File: config.mk
export PLATFORM = sky130hd
export DESIGN_NAME = timer_flat
export DESIGN_NICKNAME = d
export VERILOG_FILES = /design/src/rtl/timer_pkg.sv /design/src/rtl/timer_if.sv /design/src/rtl/timer_prescaler.sv /design/src/rtl/timer.sv /design/src/flat_wrapper.sv
export VERILOG_INCLUDE_DIRS = /design/src /design/src/rtl
export SDC_FILE = /design/constraint.sdc
export NUM_CORES = 1
export LEC_CHECK = 0
export BUFFER_PORTS_ARGS = -buffer_cell sky130_fd_sc_hd__buf_2
export CAP_MARGIN = 20
export CORE_MARGIN = 4
export CORE_UTILIZATION = 53
export CTS_CLUSTER_SIZE = 14
export DETAILED_ROUTE_END_ITERATION = 7
export PLACE_DENSITY = 0.76
export SYNTH_ARGS = -nofsm -noshare
export SYNTH_HDL_FRONTEND = slang
export SYNTH_SLANG_ARGS = --single-unit
export TNS_END_PERCENT = 20
File: constraint.sdc
create_clock -name clk -period 2.4 [get_ports clk]
set_input_delay 0.24 -clock clk [delete_from_list [all_inputs] [get_ports clk]]
set_output_delay 0.24 -clock clk [all_outputs]
set_load 0.05 [all_outputs]
File: src/rtl/timer_regs.vh
// rtl/timer_regs.vh - timer register map offsets, CTRL bit indices and bus window decode
`ifndef TIMER_REGS_VH
`define TIMER_REGS_VH

localparam logic [4:0] TIMER_CTRL     = 5'h00;
localparam logic [4:0] TIMER_COUNT    = 5'h04;
localparam logic [4:0] TIMER_COMPARE  = 5'h08;
localparam logic [4:0] TIMER_PRESCALE = 5'h0C;
localparam logic [4:0] TIMER_STATUS   = 5'h10;

localparam int CTRL_EN_BIT          = 0;
localparam int CTRL_AUTO_RELOAD_BIT = 1;
localparam int CTRL_IRQ_EN_BIT      = 2;

// addr[15:12] value that selects the timer window on the CPU bus
localparam logic [3:0] TIMER_WINDOW = 4'b0110;

`endif

File: src/rtl/timer_pkg.sv
// rtl/timer_pkg.sv - shared timer constants and byte-merge helper
// No ports. Provides the register map, reset values and a wmask byte merge.
package timer_pkg;

  `include "timer_regs.vh"

  localparam logic [31:0] COMPARE_RST = 32'hFFFF_FFFF;

  // Replace each byte of old_v selected by mask with the matching byte of new_v.
  function automatic logic [31:0] byte_merge(input logic [31:0] old_v,
                                             input logic [31:0] new_v,
                                             input logic [3:0]  mask);
    logic [31:0] r;
    r = old_v;
    for (int i = 0; i < 4; i++) begin
      if (mask[i]) r[8*i +: 8] = new_v[8*i +: 8];
    end
    return r;
  endfunction

endpackage

File: src/rtl/timer_if.sv
// rtl/timer_if.sv - CPU bus bundle for the timer peripheral
// Signals: addr[4:0], ren, wen, wdata, wmask[3:0] (master to slave);
//          rdata, rd_valid, irq (slave to master).
interface timer_if #(
  parameter int W = 32
);
  logic [4:0]   addr;
  logic         ren;
  logic [W-1:0] rdata;
  logic         rd_valid;
  logic         wen;
  logic [W-1:0] wdata;
  logic [3:0]   wmask;
  logic         irq;

  modport master (
    output addr, ren, wen, wdata, wmask,
    input  rdata, rd_valid, irq
  );

  modport slave (
    input  addr, ren, wen, wdata, wmask,
    output rdata, rd_valid, irq
  );
endinterface

File: src/rtl/timer_prescaler.sv
// rtl/timer_prescaler.sv - prescale counter producing one tick every div+1 enabled cycles
// Ports: clk, rst_n (sync active-low), en (run), clr (restart count),
//        div[PRE_W-1:0] (terminal value), tick (one-cycle strobe).
module timer_prescaler #(
  parameter int PRE_W = 16
) (
  input  logic             clk,
  input  logic             rst_n,
  input  logic             en,
  input  logic             clr,
  input  logic [PRE_W-1:0] div,
  output logic             tick
);

  logic [PRE_W-1:0] pcnt_q;
  logic [PRE_W-1:0] pcnt_d;

  always_comb begin
    tick   = en && (pcnt_q == div);
    pcnt_d = pcnt_q + PRE_W'(1);
    // Disabled, a fresh divisor, or a terminal count all restart from zero.
    if (!en || clr || tick) pcnt_d = '0;
  end

  always_ff @(posedge clk) begin
    if (!rst_n) pcnt_q <= '0;
    else        pcnt_q <= pcnt_d;
  end

endmodule

File: src/rtl/timer.sv
// rtl/timer.sv - memory-mapped 32-bit timer with prescaler, compare match and interrupt
// Ports: clk, rst_n (sync active-low), bus (timer_if.slave: addr, ren, wen,
//        wdata, wmask in; rdata, rd_valid, irq out).
module timer
  import timer_pkg::*;
#(
  parameter int W     = 32,
  parameter int PRE_W = 16
) (
  input  logic   clk,
  input  logic   rst_n,
  timer_if.slave bus
);

  logic [2:0]       ctrl_q,     ctrl_d;
  logic [W-1:0]     count_q,    count_d;
  logic [W-1:0]     compare_q,  compare_d;
  logic [PRE_W-1:0] prescale_q, prescale_d;
  logic             pending_q,  pending_d;
  logic [W-1:0]     rdata_q,    rdata_d;
  logic             rd_valid_q, rd_valid_d;

  logic         wr_ctrl, wr_count, wr_compare, wr_prescale, wr_status;
  logic         tick;
  logic         match;
  logic         w1c;
  logic [W-1:0] rd_val;

  assign wr_ctrl     = bus.wen && (bus.addr == TIMER_CTRL);
  assign wr_count    = bus.wen && (bus.addr == TIMER_COUNT);
  assign wr_compare  = bus.wen && (bus.addr == TIMER_COMPARE);
  assign wr_prescale = bus.wen && (bus.addr == TIMER_PRESCALE);
  assign wr_status   = bus.wen && (bus.addr == TIMER_STATUS);

  timer_prescaler #(
    .PRE_W (PRE_W)
  ) u_prescaler (
    .clk   (clk),
    .rst_n (rst_n),
    .en    (ctrl_q[CTRL_EN_BIT]),
    .clr   (wr_prescale),
    .div   (prescale_q),
    .tick  (tick)
  );

  assign match = tick && (count_q == compare_q);
  assign w1c   = wr_status && bus.wmask[0] && bus.wdata[0];

  always_comb begin
    ctrl_d     = ctrl_q;
    count_d    = count_q;
    compare_d  = compare_q;
    prescale_d = prescale_q;
    pending_d  = pending_q;

    if (wr_ctrl && bus.wmask[0]) ctrl_d = bus.wdata[2:0];

    if (tick) begin
      if (match && ctrl_q[CTRL_AUTO_RELOAD_BIT]) count_d = '0;
      else                                       count_d = count_q + W'(1);
    end
    // A CPU write lands after the tick update so it wins the collision.
    if (wr_count) count_d = byte_merge(count_q, bus.wdata, bus.wmask);

    if (wr_compare) compare_d = byte_merge(compare_q, bus.wdata, bus.wmask);

    if (wr_prescale)
      prescale_d = PRE_W'(byte_merge(W'(prescale_q), bus.wdata, bus.wmask));

    // Set is applied last so a match beats a same-cycle clear.
    if (w1c)   pending_d = 1'b0;
    if (match) pending_d = 1'b1;
  end

  always_comb begin
    rd_val = '0;
    case (bus.addr)
      TIMER_CTRL:     rd_val = W'(ctrl_q);
      TIMER_COUNT:    rd_val = count_q;
      TIMER_COMPARE:  rd_val = compare_q;
      TIMER_PRESCALE: rd_val = W'(prescale_q);
      TIMER_STATUS:   rd_val = W'(pending_q);
      default:        rd_val = '0;
    endcase
    // Reads sample the pre-write register state; rdata holds between reads.
    rdata_d    = bus.ren ? rd_val : rdata_q;
    rd_valid_d = bus.ren;
  end

  always_ff @(posedge clk) begin
    if (!rst_n) begin
      ctrl_q     <= '0;
      count_q    <= '0;
      compare_q  <= COMPARE_RST;
      prescale_q <= '0;
      pending_q  <= 1'b0;
      rdata_q    <= '0;
      rd_valid_q <= 1'b0;
    end else begin
      ctrl_q     <= ctrl_d;
      count_q    <= count_d;
      compare_q  <= compare_d;
      prescale_q <= prescale_d;
      pending_q  <= pending_d;
      rdata_q    <= rdata_d;
      rd_valid_q <= rd_valid_d;
    end
  end

  assign bus.rdata    = rdata_q;
  assign bus.rd_valid = rd_valid_q;
  assign bus.irq      = pending_q & ctrl_q[CTRL_IRQ_EN_BIT];

endmodule

File: src/flat_wrapper.sv
// flat-port wrapper written by rule: the top's interface ports become plain ports
module timer_flat import timer_pkg::*;
#(
  parameter int W     = 32,
  parameter int PRE_W = 16
)
  (clk, rst_n, bus_addr, bus_ren, bus_wen, bus_wdata, bus_wmask, bus_rdata, bus_rd_valid, bus_irq);
  timer_if #(.W(W)) bus_i ();
  input  logic clk;
  input  logic rst_n;
  input wire logic [$bits(bus_i.addr)-1:0] bus_addr;
  input wire logic [$bits(bus_i.ren)-1:0] bus_ren;
  input wire logic [$bits(bus_i.wen)-1:0] bus_wen;
  input wire logic [$bits(bus_i.wdata)-1:0] bus_wdata;
  input wire logic [$bits(bus_i.wmask)-1:0] bus_wmask;
  output wire logic [$bits(bus_i.rdata)-1:0] bus_rdata;
  output wire logic [$bits(bus_i.rd_valid)-1:0] bus_rd_valid;
  output wire logic [$bits(bus_i.irq)-1:0] bus_irq;
  assign bus_i.addr = bus_addr;
  assign bus_i.ren = bus_ren;
  assign bus_i.wen = bus_wen;
  assign bus_i.wdata = bus_wdata;
  assign bus_i.wmask = bus_wmask;
  assign bus_rdata = bus_i.rdata;
  assign bus_rd_valid = bus_i.rd_valid;
  assign bus_irq = bus_i.irq;
  timer #(.W(W), .PRE_W(PRE_W)) u_core (.clk(clk), .rst_n(rst_n), .bus(bus_i));
endmodule
==> flow_summary.yaml, run 1 <==
run_status:
  outcome: "complete, but fails checks"
  violations: "negative setup slack"
setup_path:
  crit_end: "u_core.count_q[29]"
  worst-setup-path-type: "flip-flop to flip-flop"
  cp-end-kind: "flip-flop"
  cpPeakStageDelay_ns: 0.56
  cp_max_fo: 9
  cp.arrival_ns: 2.88
  critPathLaunch: "u_core.prescale_q[1]"
  reg2reg_to: "u_core.count_q[29]"
  reg2reg_depth: 9
  critPathLaunchType: "flip-flop"
  r2r_slack_ns: -0.17
  crit_required_ns: 2.71
  path_cells: "xor2_1 > or4_1 > or4_4 > or2_4 > buf_12 > buf_6 > o21ai_2 > o21ai_1 > nor3b_1"
  timing.rr.start: "u_core.prescale_q[1]"
  critPathSlowestCell: "or4_4"
final_layout:
  drive_gt1_share_pct: 26.06
  n_antenna_cell: 0
  nNetsFinal: 1022
  syn2layout_area_growth_pct: 27.45
clocking:
  clk_pin_slew_ns: 0.06
  cts_sinks: 133
  cts_tree: "yes"
  cts_root_buffer: "clkbuf_16"
  clk_latency_ns: 0.43
  htreeDepth: 4
  cts_buffers: 17
  cts-hold-fix-buffers: 0
  cts_buffer_depth: 2
sta:
  rsz0062_at_grt: "yes"
  finalSetupViolCount: 32
  min_period_ns: 2.565
  period_share_pct: 106.9
  drv_slew: 0
  tightest_slew_ns: 0.6545
  slew_headroom_pct: 56.24
  hold_violations: 0
  finalSetupTns_ns: -2.927
  setup_slack_ns: -0.1652
  max_freq_mhz: 389.8
  whs_ns: 0.03257
  clock_skew_ns: 0.006802
detailed_routing:
  post_drt_via_cell_ratio: 6.045
  avgRoutedWirePerCell_um: 19.15
  first_pass_iters: 6
  wirelength_mm: 22.17
  antenna_left: 0
  initialDrtViolationCount: 900
  vias: 7000
  drc_errors: 0
power_and_ir_drop:
  pwr-share-clk_pct: 49.2
  power_per_cell_area_mw_per_mm2: 634.7
  combPwrFrac_pct: 9.3
  p_sw_mw: 1.318
  switching_share_pct: 23.69
  intPower_mw: 4.246
  leakagePower_nw: 3.795
  vdd_ir_drop_max_mv: 0.4303
  p_seq_share_pct: 41.5
synth:
  synthCells: 842
  synth_largest_area_cell: "dfxtp_1"
  synth_cell_types: 59
  yosysWarnings: 0
  synth_ff_type: "dfxtp_1"
  synth.area.top_cells: "dfxtp_1 39%, mux2i_1 7.0%, nor2_1 6.3%, xor2_1 6.0%, nand2_1 5.1%"
  syn_area_mm2: 0.006879
  synth_top_area_share_pct: 38.70
  synth_nets: 889
  yosysMostFrequentCell: "dfxtp_1"
  synth-edff-count: 0
  synth-async-reset-ratio_pct: 0
  synth_seq_cells: 133
  synthTopCellsByCount: "133 x dfxtp_1, 116 x nor2_1, 94 x nand2_1"
  avgSynthCellArea_um2: 8.170
  yosysSeqAreaShare_pct: 38.70
global_routing:
  grt_usage_pct: 30.17
  grt_max_degree: 72
  antenna_found_initial: 0
  grt_pass1_wl_mm: 34.62
  grt_pass1_vias: 6437
  overflow: 0
run:
  cap_violations: 0
placed_design:
  hpwlAfterDp_mm: 15.58
  port_buffers: 78
  gp_congestion: 0.9794
die:
  die_w_um: 121.9
  start_util_pct: 54.29
  coreArea_mm2: 0.01267
  die_area_mm2: 0.01487
  rows: 41
  die_h_um: 121.9
  ioPinCount: 79
worst_hold_path:
  hold_class: "primary input to flip-flop"
  worstHoldStart: "bus_wdata[16]"
metal layers:
| metal | track usage (%) | share of wire, % | vias up |
|---|---|---|---|
| met1 | 42.05 | 43 | 3252 |
| met5 | 0 | 0 | - |
| met4 | 13.24 | 2.9 | 0 |
| met2 | 44.72 | 43 | 427 |
| li1 | - | - | 3261 |
| met3 | 6.964 | 11 | 60 |
worst min-delay path by stage:
stage,endpoint,slack (ns),cells past startpoint
after floorplan,u_core.compare_q[0],0.36,2
after global placement,u_core.bus.rdata[29],0.47,2
after detailed placement,u_core.compare_q[16],0.47,3
after CTS,u_core.compare_q[16],0.02,3
after global routing,u_core.compare_q[16],0.05,3
final,u_core.compare_q[16],0.03,3
area by class of cell:
| class | count | area [µm²] |
|---|---|---|
| clock inverter | 9 | 151.4 |
| inverter | 8 | 30.03 |
| clock buffer | 21 | 460.4 |
| multi-input combinational | 641 | 4065 |
| timing repair buffer | 174 | 1180 |
| fill | 1031 | 3904 |
| tap | 172 | 215.2 |
| sequential | 133 | 2665 |
power by group through the flow:
stage	Clock, mW	Sequential (mW)	Combinational, mW
finish	2.74	2.31	0.517
detailed placement	0	2.35	0.487
CTS	2.76	2.31	0.496
floorplan	0	2.34	0.294
global route	2.85	2.31	0.548
global placement	0	2.35	0.482
worst max-delay path: cells and delay by family (launching register included):
kind	cells	cell delay, ns
simple gates	4	1.50
flops	1	0.32
buf+inv	2	0.29
xor+xnor	1	0.17
compound gates	2	0.16
sequential cells by signal, summed over array words and instances (netlist names):
signal                     cells
u_core.prescale_q             16
u_core.bus.rd_valid            1
u_core.count_q                32
u_core.compare_q              32
u_core.bus.rdata              32
u_core.ctrl_q                  3
u_core.pending_q               1
u_core.u_prescaler.pcnt_q     16
per-stage QoR:
| step | cells | setup slack [ns] | util (%) | instance area (µm²) | power [mW] |
|---|---|---|---|---|---|
| 5_1_grt | 1158 | -0.2039 | 69.19 | 8767 | 5.712 |
| 4_1_cts | 1158 | -0.1798 | 68.71 | 8706 | 5.559 |
| 6_report | 1158 | -0.1652 | 69.19 | 8767 | 5.565 |
| 3_5_place_dp | 1123 | -0.2927 | 62.94 | 7975 | 2.841 |
| 2_1_floorplan | 842 | -0.1458 | - | 6889 | 2.630 |
| 3_3_place_gp | 1123 | -0.2345 | 62.94 | 7975 | 2.836 |
logic make-up after synthesis:
kind of cell             share of synthesized area, %
XOR/XNOR                                        8.530
adder cells (fa/ha/maj)                        0.3637
multiplexers                                    9.931
AO/OA/AOI/OAI                                   15.73
buffers and inverters                           4.183
flip-flops                                      38.70
AND/OR/NAND/NOR                                 22.55
layout by cell type, fill, tap and decap left out, types with 7 or more instances in the layout:
| cell | n |
|---|---|
| dfxtp_1 | 131 |
| nor2_1 | 115 |
| nand2_1 | 93 |
| buf_4 | 87 |
| buf_2 | 78 |
| mux2i_1 | 48 |
| a21oi_1 | 48 |
| xor2_1 | 47 |
| nand3_1 | 42 |
| a22oi_1 | 32 |
| o21ai_0 | 23 |
| xnor2_1 | 18 |
| nand4_1 | 18 |
| clkbuf_16 | 17 |
| and3_1 | 14 |
| mux2_2 | 14 |
| nor4_1 | 13 |
| o21ai_1 | 9 |
| nor3_1 | 8 |
| inv_1 | 7 |
repair_timing:
item,CTS,global route
resized for setup,31,17
pin swaps,5,9
buffers inserted,5,0
endpoints found under the setup margin,33,33
gates cloned,0,0
No activity file was read; power rests on OpenSTA's default activity.
==> inputs of run 2 (changes only) <==
--- a/config.mk
+++ b/config.mk
@@ -10,9 +10,9 @@
 export CAP_MARGIN = 20
 export CORE_MARGIN = 4
 export CORE_UTILIZATION = 53
-export CTS_CLUSTER_SIZE = 14
 export DETAILED_ROUTE_END_ITERATION = 7
 export PLACE_DENSITY = 0.76
+export REMOVE_ABC_BUFFERS = 1
 export SYNTH_ARGS = -nofsm -noshare
 export SYNTH_HDL_FRONTEND = slang
 export SYNTH_SLANG_ARGS = --single-unit
==> flow_summary.yaml, run 2 (same netlist as run 1, synthesis figures left out) <==
die:
  die_w_um: 121.9
  die_area_mm2: 0.01487
  die_h_um: 121.9
  rows: 41
  start_util_pct: 54.29
  coreArea_mm2: 0.01267
  ioPinCount: 79
placed_design:
  place_ws_ns: -0.2146
  gp_congestion: 0.9704
  port_buffers: 78
  hpwlAfterDp_mm: 15.32
power_and_ir_drop:
  leakagePower_nw: 3.981
  p_sw_mw: 1.312
  vdd_ir_drop_max_mv: 0.3744
  combPwrFrac_pct: 9.6
  p_seq_share_pct: 41.2
  power_per_cell_area_mw_per_mm2: 614.1
  intPower_mw: 4.280
  switching_share_pct: 23.45
  pwr-share-clk_pct: 49.2
final_layout:
  drive_gt1_share_pct: 29.19
  syn2layout_area_growth_pct: 32.38
  nFillCells: 954
  final_common_cell: "dfxtp_1"
  final_util_pct: 71.87
  final_cell_mix: "131 x dfxtp_1, 115 x nor2_1, 109 x buf_4, 93 x nand2_1, 79 x buf_2"
  n_antenna_cell: 0
  nNetsFinal: 1048
clocking:
  cts_root_buffer: "clkbuf_16"
  clk_latency_ns: 0.42
  cts_sinks: 133
  cts_tree: "yes"
  cts_buffers: 17
  htreeDepth: 4
  cts-hold-fix-buffers: 0
  clk_pin_slew_ns: 0.06
  cts_buffer_depth: 2
global_routing:
  overflow: 0
  grt_max_degree: 46
  grt_usage_pct: 29.87
  grt_pass1_wl_mm: 34.65
  grt_pass1_vias: 6836
  antenna_found_initial: 0
setup_path:
  cp-end-kind: "flip-flop"
  crit_family: "simple AND/OR/NAND/NOR gates"
  cp.arrival_ns: 2.72
  worst-setup-path-type: "flip-flop to flip-flop"
  cp_max_fo: 7
  critPathLaunchType: "flip-flop"
  critPathSlowestCell: "or4_1"
  path_cells: "xor2_1 > or4_1 > or4_4 > or2_4 > buf_12 > a22o_1 > a21oi_1 > a211oi_1"
  cp_num_buf_inv: 1
  crit_required_ns: 2.70
  cpPeakStageDelay_ns: 0.50
detailed_routing:
  vias: 7169
  first_pass_iters: 5
  wl_met3_mm: 1.994
  wl_met1_mm: 9.372
  initialDrtViolationCount: 832
  wl_met2_mm: 10.11
  post_drt_via_cell_ratio: 6.045
  avgRoutedWirePerCell_um: 18.67
  antenna_left: 0
  wirelength_mm: 22.14
  drc_errors: 0
  highest_layer: "met4"
sta:
  tightest_slew_ns: 0.7428
  max_freq_mhz: 412.4
  setup_slack_ns: -0.02478
  clock_skew_ns: 0.006686
  min_period_ns: 2.425
  drv_slew: 0
  slew_headroom_pct: 50.33
  period_share_pct: 101.0
  hold_violations: 0
  finalSetupViolCount: 9
  rsz0062_at_grt: "yes"
run_status:
  outcome: "complete, but fails checks"
  violations: "negative setup slack"
worst_hold_path:
  hold_class: "primary input to flip-flop"
run:
  cap_violations: 0
-- run 2: timing repair --
| action | in CTS | in global routing |
|---|---|---|
| pin swaps | 19 | 9 |
| resized for setup | 41 | 30 |
| setup endpoints to repair | 33 | 33 |
| gates cloned | 1 | 1 |
| setup buffers | 9 | 3 |
-- run 2: layout make-up --
class	count	area [µm²]	share of cell area, %
Clock buffer	25	515.5	5.661
Clock inverter	7	116.4	1.278
Inverter	8	30.03	0.3298
Multi-Input combinational cell	641	4159	45.67
Sequential cell	133	2665	29.27
Tap cell	172	215.2	2.363
Timing Repair Buffer	200	1405	15.43
-- run 2: path summary, 6_finish.rpt --
| kind | endpoint | startpoint | slack (ns) | cells past startpoint |
|---|---|---|---|---|
| worst max register to register | u_core.count_q[6] | u_core.prescale_q[1] | -0.02 | 8 |
| worst min-delay path | u_core.compare_q[20] | bus_wdata[20] | 0.05 | 3 |
| worst min register to register | u_core.bus.rdata[27] | u_core.bus.rdata[27] | 0.48 | 2 |
| worst max-delay path | u_core.count_q[6] | u_core.prescale_q[1] | -0.02 | 8 |
-- run 2: power groups by stage --
stage | combinational [mW] | clock (mW) | sequential [mW]
after CTS | 0.512 | 2.76 | 2.30
after global routing | 0.573 | 2.88 | 2.31
after floorplan | 0.195 | 0 | 2.38
after global placement | 0.495 | 0 | 2.35
final | 0.537 | 2.75 | 2.30
after detailed placement | 0.498 | 0 | 2.35
-- run 2: tightest hold or removal path, stage by stage --
cell	delay, ns
buf_2	0.09
mux2i_1	0.06
nand2_1	0.05
-- run 2: stage by stage --
| stage | TNS [ns] | hold slack (ns) | instance area [µm²] | total power [mW] | instances |
|---|---|---|---|---|---|
| 2_1_floorplan | -22.26 | 0.3019 | 6621 | 2.578 | 782 |
| 3_3_place_gp | -2.887 | 0.4611 | 8113 | 2.841 | 1141 |
| 3_5_place_dp | -3.416 | 0.4735 | 8113 | 2.847 | 1141 |
| 4_1_cts | -1.061 | 0.03735 | 8967 | 5.578 | 1183 |
| 5_1_grt | -1.557 | 0.04362 | 9106 | 5.765 | 1186 |
| 6_report | -0.1170 | 0.05016 | 9106 | 5.592 | 1186 |
-- run 2: routing by layer --
metal / GRT usage, % / vias to the layer above
met2: 46.51 / 393
met1: 39.25 / 3402
met3: 7.196 / 68
met4: 13.80 / 0
met5: 0 / -
li1: - / 3306
